`config.mk`:
```
export PLATFORM = sky130hd
export DESIGN_NAME = arb_muxnv
export DESIGN_NICKNAME = d
export VERILOG_FILES = /design/src/rtl/mux_pkg.sv /design/src/rtl/prio_pick_nv.sv /design/src/rtl/arb_muxnv.sv
export SDC_FILE = /design/constraint.sdc
export NUM_CORES = 1
export LEC_CHECK = 0
export CORE_MARGIN = 2
export CORE_UTILIZATION = 29
export CTS_CLUSTER_DIAMETER = 60
export DETAILED_ROUTE_END_ITERATION = 8
export GPL_TIMING_DRIVEN = 0
export HOLD_SLACK_MARGIN = 0.05
export PLACE_DENSITY = 0.77
export SLEW_MARGIN = 20
export SYNTH_ARGS = -nofsm -noshare
export SYNTH_HDL_FRONTEND = slang
export SYNTH_HIERARCHICAL = 1
export SYNTH_SLANG_ARGS = --single-unit
```
`constraint.sdc`:
```
create_clock -name clock -period 3.1 [get_ports clock]
set_input_delay 0.93 -clock clock [delete_from_list [all_inputs] [get_ports clock]]
set_output_delay 0.93 -clock clock [all_outputs]
set_load 0.01 [all_outputs]
```
`src/rtl/mux_pkg.sv`:
```
// Shared types and helpers for the streaming mux family.
package mux_pkg;

  typedef enum logic {
    ARB_FIXED = 1'b0,
    ARB_RR    = 1'b1
  } arb_mode_e;

  // Index width that stays at least one bit wide, so n=1 still has a usable select port.
  function automatic int clog2_min1(input int n);
    return (n > 1) ? $clog2(n) : 1;
  endfunction

endpackage

```
`src/rtl/prio_pick_nv.sv`:
```
// Rotating-start priority search: first set req bit at or after start, wrapping at n-1 -> 0.
// With start held at zero this is a plain lowest-index-wins picker.
module prio_pick_nv
  import mux_pkg::*;
#(
  parameter int  n     = 4,
  localparam int sel_w = clog2_min1(n)
) (
  input  logic [n-1:0]     req,
  input  logic [sel_w-1:0] start,
  output logic [sel_w-1:0] gnt,
  output logic             found
);

  // One spare bit so start + offset cannot overflow before the wrap.
  localparam int iw = sel_w + 1;
  typedef logic [iw-1:0] idx_t;

  idx_t idx;

  // NOTE: every output of this block is given a default first, so no path leaves one unassigned and no latch is inferred.
  always_comb begin
    gnt   = '0;
    found = 1'b0;
    idx   = '0;
    // Walk offsets from farthest to nearest; the nearest requester overwrites last and wins.
    for (int k = n - 1; k >= 0; k--) begin
      idx = idx_t'(start) + idx_t'(k);
      if (idx >= idx_t'(n)) idx = idx - idx_t'(n);
      if (req[idx[sel_w-1:0]]) begin
        gnt   = idx[sel_w-1:0];
        found = 1'b1;
      end
    end
  end

endmodule

```
`src/rtl/arb_muxnv.sv`:
```
// arb_muxnv: N-to-1 valid/ready stream mux with fixed or round-robin arbitration,
// one registered output slot and burst locking driven by in_last.
module arb_muxnv
  import mux_pkg::*;
#(
  parameter int        width = 32,
  parameter int        n     = 4,
  parameter arb_mode_e mode  = ARB_RR,
  localparam int       sel_w = clog2_min1(n)
) (
  input  logic               clock,
  input  logic               reset,
  input  logic [n-1:0]       in_valid,
  input  logic [n-1:0]       in_last,
  input  logic [n*width-1:0] in_data,
  output logic [n-1:0]       in_ready,
  output logic               out_valid,
  output logic               out_last,
  output logic [width-1:0]   out_data,
  output logic [sel_w-1:0]   out_sel,
  input  logic               out_ready
);

  logic             locked;
  logic [sel_w-1:0] lock_idx;
  logic [sel_w-1:0] rr_ptr;
  logic [sel_w-1:0] pick_start;
  logic [sel_w-1:0] pick_gnt;
  logic [sel_w-1:0] gnt;
  logic             pick_found;
  logic             any_req;
  logic             can_take;
  logic             accept;
  logic             sel_last;
  logic [n-1:0]     gnt_oh;
  logic [width-1:0] sel_data;

  assign pick_start = (mode == ARB_RR) ? rr_ptr : '0;

  prio_pick_nv #(.n(n)) u_pick (
    .req   (in_valid),
    .start (pick_start),
    .gnt   (pick_gnt),
    .found (pick_found)
  );

  // A held lock keeps the grant on the burst owner even while it idles.
  assign gnt      = locked ? lock_idx : pick_gnt;
  assign any_req  = locked | pick_found;
  assign can_take = ~out_valid | out_ready;

  always_comb begin
    gnt_oh   = '0;
    sel_data = '0;
    for (int i = 0; i < n; i++) begin
      gnt_oh[i] = (gnt == sel_w'(i));
      sel_data  = sel_data | (in_data[i*width +: width] & {width{gnt_oh[i]}});
    end
  end

  assign sel_last = |(in_last & gnt_oh);
  assign in_ready = {n{~reset & can_take & any_req}} & gnt_oh;
  assign accept   = |(in_valid & in_ready);

  // NOTE: all state here is control or a single data slot, so every register takes the reset value; there is no array to leave unreset.
  // NOTE: non-blocking assignments so each register updates from the values present before the edge.
  always_ff @(posedge clock) begin
    if (reset) begin
      out_valid <= 1'b0;
      out_last  <= 1'b0;
      out_data  <= '0;
      out_sel   <= '0;
      locked    <= 1'b0;
      lock_idx  <= '0;
      rr_ptr    <= '0;
    end else begin
      if (accept) begin
        out_valid <= 1'b1;
        out_data  <= sel_data;
        out_last  <= sel_last;
        out_sel   <= gnt;
        locked    <= ~sel_last;
        lock_idx  <= gnt;
        if (sel_last && (mode == ARB_RR)) begin
          rr_ptr <= (gnt == sel_w'(n - 1)) ? '0 : gnt + 1'b1;
        end
      end else if (out_ready) begin
        out_valid <= 1'b0;
      end
    end
  end

endmodule

```
==> impl_metrics.ini, run 1 <==
[status]
outcome = finished with violations
failed_checks = setup timing

[die]
core_area_um2 = 7180
fp.dieH_um = 89.6
die_w_um = 89.6
die_area_um2 = 8030
io_pins = 179
initial_utilization_pct = 29.6
fp-row-count = 31

[global_routing]
grt_pass1_vias = 2882
grt_overflow = 0
grt_max_degree = 12
grt_pass1_wl_um = 14400
grt.total_usage_pct = 23.4
antenna_found_initial = 0

[routing]
dr_total_vias = 2947
post_drt_via_cell_ratio = 5.31
route.detailed.drc = 0
wire_per_inst_um = 17.8
dr.pass1.iters = 5
ant_nets = 0
drt_first_iter_violations = 166
drt_wl_total_um = 9880

[placement]
dpl_cell_area_um2 = 4090
dpl.hpwl_um = 7140
place_inst = 521
dp_slack_ns = -1.37
gp_congestion = 0.789
port_buffers = 178

[synthesis]
synth_area_leaders = dfxtp_1 (37%), a22oi_1 (24%), a311oi_1 (13%)
yosys.cell_count.top_type = a22oi_1
ys.warnings.count = 6
yosysTopAreaCellShare_pct = 36.7
syn_area_um2 = 2120
synth_common_cells = a22oi_1 (68), nor2_1 (43), dfxtp_1 (39)
synth_nets = 387
syn_inst = 244
yosys_register_bits = 39
async_flop_share_pct = 0
avgSynthCellArea_um2 = 8.71
synth_edf_count = 0
ys_types = 20
yosysSeqAreaShare_pct = 36.7
synth_area_leader_cell = dfxtp_1
synthFlopType = dfxtp_1

[clocking]
cts_inserted_buffers = 5
cts_buffer_depth = 2
insertion_delay_ns = 0.29
clk_pin_slew_ns = 0.08
tritoncts = done
clock_sinks = 39
cts_hold_buffers = 0
cts_root_buf = clkbuf_8
htreeDepth = 2

[sta]
tightestPinTransition_ns = 0.527
rsz0062_at_grt = true
hold_viol = 0
period_minus_slack_ns = 3.37
setup_ws_ns = -0.273
clock.fmax_ghz = 0.296
relSlewSlack_pct = 64.9
finalCritPeriodShare_pct = 109
finalSetupViolations = 36
finClkSkew_ns = 0.00550
finalSetupTns_ns = -3.19
final_max_slew_viol_count = 0

[finish]
final_net_count = 598
area_growth_pct = 114
diodes = 0
drive_gt1_share_pct = 17.1
instances_no_fill = 555
design_area_um2 = 4540

[critical_path]
cp-end-kind = output pin
cp.arrival_ns = 2.44
reg2regPathDepth = 14
crit_type = primary input to output pin
cp.required_ns = 2.17
critPathMaxFanout = 5
startpoint_type = primary input

[job]
cap_violations = 0

[worst_hold_path]
min_path_cells = 2
min_path_type = flip-flop to flip-flop

[power_and_ir_drop]
p_leak_nw = 1.62
peakVddDrop_v = 0.000305
pwr_density_cell_nw_per_um2 = 625
cell families after synthesis:
kind of cell,synth area share [%]
buffers and inverters,5.60
DFF,36.7
AOI/OAI and AO/OA,41.0
muxes,2.47
and+or+nand+nor,11.8
adders and majority gates,2.36
per-stage QoR:
step                total power, mW  hold WS (ns)  util, %
global route                   3.01         0.507     63.3
finish                         2.84         0.475     63.3
detailed placement             2.15         0.465     57.0
floorplan                      1.49         0.495        -
global placement               2.13         0.461     57.0
CTS                            2.82         0.476     62.8
layout by cell type (no fill, tap or decap), types with 3 or more instances in the layout:
cell,netlist,routed
nor2b_1,3,3
buf_4,0,29
nand2_1,4,4
a22oi_1,68,68
nor2_1,43,42
clkbuf_8,0,5
clkbuf_1,19,13
clkbuf_2,0,4
and2_4,0,3
a211oi_2,1,3
clkbuf_16,0,4
mux2i_2,0,3
dfxtp_1,39,39
clkdlybuf4s50_1,0,170
a311oi_1,32,32
ha_4,0,4
buf_6,0,9
metal layers:
metal  wire (um)  GRT usage (%)  up-vias
li1            -              -     1383
met1        3690           26.8     1393
met2        5040           42.4      153
met3         938           6.12       18
met4         216           7.06        0
met5           0              0        -
area by class of cell:
| type | count | area, um^2 |
|---|---|---|
| Clock buffer | 7 | 76.3 |
| Multi-Input combinational cell | 176 | 1330 |
| Buffer | 24 | 218 |
| Timing Repair Buffer | 207 | 2000 |
| Sequential cell | 39 | 781 |
| Clock inverter | 1 | 5.00 |
| Fill cell | 601 | 2640 |
| Inverter | 2 | 10.0 |
| Tap cell | 99 | 124 |
final timing paths:
path	end	slack, ns	from
max	in_ready[3]	-0.27	in_valid[3]
min	out_last$_SDFFE_PP0P_	0.48	out_last$_SDFFE_PP0P_
max reg2reg	locked$_SDFFE_PP0P_	0.11	pick_start[1]$_SDFFE_PP0P_
min reg2reg	out_last$_SDFFE_PP0P_	0.48	out_last$_SDFFE_PP0P_
state kept, by name, indices dropped and copies added, names as in the netlist:
name        flops
out_data       32
lock_idx        2
pick_start      2
locked          1
out_last        1
out_valid       1
where the power goes:
part	internal [mW]	switching, mW	leakage, nW
sequential	0.630	0.0854	0.320
combinational	0.971	0.811	1.26
clock	0.158	0.182	0.0422
worst max-delay path: stages:
cell       delay (ns)
buf_8            0.10
nand2b_4         0.13
a211oi_2         0.20
nor2_1           0.09
mux2i_2          0.24
inv_2            0.10
buf_6            0.13
ha_4             0.15
clkbuf_16        0.14
and2_4           0.13
buf_6            0.11
repair_timing:
action                     in CTS  in global routing
setup endpoints to repair      43                 43
setup buffers                  28                  2
pin swaps                       8                  7
resized for setup              70                 11
Power figures use the tool's default switching activity.
==> run 2: changes to the inputs <==
--- a/config.mk
+++ b/config.mk
@@ -5,6 +5,7 @@
 export SDC_FILE = /design/constraint.sdc
 export NUM_CORES = 1
 export LEC_CHECK = 0
+export CORE_ASPECT_RATIO = 1.25
 export CORE_MARGIN = 2
 export CORE_UTILIZATION = 29
 export CTS_CLUSTER_DIAMETER = 60
@@ -12,7 +13,7 @@
 export GPL_TIMING_DRIVEN = 0
 export HOLD_SLACK_MARGIN = 0.05
 export PLACE_DENSITY = 0.77
-export SLEW_MARGIN = 20
+export SLEW_MARGIN = 0
 export SYNTH_ARGS = -nofsm -noshare
 export SYNTH_HDL_FRONTEND = slang
 export SYNTH_HIERARCHICAL = 1
==> run 2 against run 1 <==
The flow still finishes with violations (setup timing). Non-clock buffer count grew 6. Maximum frequency increased by 0.84%. Routed wire length increased by 3.6%. Global-route usage fell by 0.18 points. Critical path depth is the same. Critical endpoint is now in_ready[1]. Highest routed layer unchanged.
==> impl_metrics.ini, run 2 (synthesized netlist as in run 1, its figures left out) <==
[die]
initial_utilization_pct = 30.3
core_area_um2 = 7020
fp.dieH_um = 99.7
die_w_um = 80.6
io_pins = 179
die_area_um2 = 8030
fp-row-count = 34

[routing]
dr.pass1.iters = 4
route.detailed.drc = 0
post_drt_via_cell_ratio = 5.35
ant_nets = 0
dr_total_vias = 2955
drt_first_iter_violations = 99
wire_per_inst_um = 18.5
drt_wl_total_um = 10200

[critical_path]
reg2regPathDepth = 15
worstPathCellList = buf_8, nand2b_4, a211oi_2, nor2_1, mux2i_2, buf_4, buf_6, ha_4, clkbuf_16, and2_4, buf_6
max_stage_delay_ns = 0.21
crit_type = primary input to output pin
critPathMaxFanout = 4
cp-end-kind = output pin
slowest_stage = a211oi_2
cp.required_ns = 2.17
crit_path_frequent_cell = buf_6
timing.rr.start = pick_start[0]$_SDFFE_PP0P_
critPathLaunch = in_valid[3]
startpoint_type = primary input
cp.arrival_ns = 2.42

[sta]
relSlewSlack_pct = 62.2
rsz0062_at_grt = true
setup_ws_ns = -0.245
finalCritPeriodShare_pct = 108
tightestPinTransition_ns = 0.567
final_max_slew_viol_count = 0
period_minus_slack_ns = 3.35
finClkSkew_ns = 0.0102
finalSetupViolations = 42
clock.fmax_ghz = 0.299
finalSetupTns_ns = -5.40
hold_viol = 0

[global_routing]
grt.total_usage_pct = 23.2
grt_pass1_vias = 3023
grt_overflow = 0
grt-busiest-layer = met2
met3_usage_pct = 5.63
grt_use_met1_pct = 26.1
use_met2_pct = 43.2
antenna_found_initial = 0
grt_max_degree = 13
grt_pass1_wl_um = 14800

[finish]
largest_reg_flops = 32
diodes = 0
drive_gt1_share_pct = 18.8
final_common_cell = clkdlybuf4s50_1
top_register = out_data
final_cell_mix = clkdlybuf4s50_1 (170), a22oi_1 (67), nor2_1 (42), dfxtp_1 (39), a311oi_1 (31)
area_growth_pct = 123
final_net_count = 604

[placement]
gp_congestion = 0.779
port_buffers = 178
dpl.hpwl_um = 7110

[worst_hold_path]
min_path_type = flip-flop to flip-flop
hold_start = out_data[21]$_SDFFE_PP0P_
min_path_cells = 2

[clocking]
clock_sinks = 39
cts_hold_buffers = 0
htreeDepth = 2
clk_pin_slew_ns = 0.08
tritoncts = done
insertion_delay_ns = 0.29
cts_buffer_depth = 2
cts_inserted_buffers = 5
cts_root_buf = clkbuf_8

[job]
cap_violations = 0

[status]
failed_checks = setup timing
outcome = finished with violations

[power_and_ir_drop]
p_total_mw = 3.06
p_leak_nw = 1.72
pwr_density_cell_nw_per_um2 = 647
peakVddDrop_v = 0.000332
## run 2: cell count changes in the layout (fill, tap and decap cells not counted), sizes merged
cell	change
clkbuf	-1
buf	+6
bufinv	+1
## run 2: path summary, 6_finish.rpt
check / to / slack, ns
min reg2reg: out_data[21]$_SDFFE_PP0P_ / 0.49
min: out_data[21]$_SDFFE_PP0P_ / 0.49
max reg2reg: out_data[27]$_SDFFE_PP0P_ / 0.18
max: in_ready[1] / -0.25
## run 2: layer usage
layer,vias to the layer above,routed length (um)
met4,0,106
li1,1398,-
met2,125,5510
met3,11,815
met5,-,0
met1,1421,3810
## run 2: stage by stage
step                worst slack (ns)  hold WS, ns  area [um^2]  std cells  utilization, %
finish                        -0.245        0.489         4730        552            67.4
global route                  -0.320        0.515         4730        552            67.4
CTS                           -0.246        0.494         4430        535            63.1
detailed placement             -1.31        0.482         4080        512            58.1
global placement               -1.28        0.459         4080        512            58.1
floorplan                    -0.0313        0.495         2190        244               -
## run 2: worst max-delay path, delay by kind of cell
family / cells / cell delay (ns)
buf+inv: 5 / 0.60
simple gates: 3 / 0.34
compound gates: 1 / 0.21
mux: 1 / 0.19
fa+ha+maj: 1 / 0.15
## run 2: power by group
group	switching, mW	internal [mW]
registers	0.0822	0.630
logic	0.848	1.05
clock network	0.185	0.261
## run 2: layout make-up
class                   instances  area [um^2]
plain buffers                  24          239
multi-input cells             176         1340
clock buffers                   6         82.6
well taps                      90          113
clock inverters                 2         35.0
repair buffers                213         2130
flip-flops and latches         39          781
fillers                       573         2290
inverters                       2         10.0
## run 2: what timing repair did
action,in CTS,in global routing
gates resized for setup,68,36
endpoints found under the setup margin,43,40
buffers inserted,17,12
cloned,0,6
pin swaps,9,39
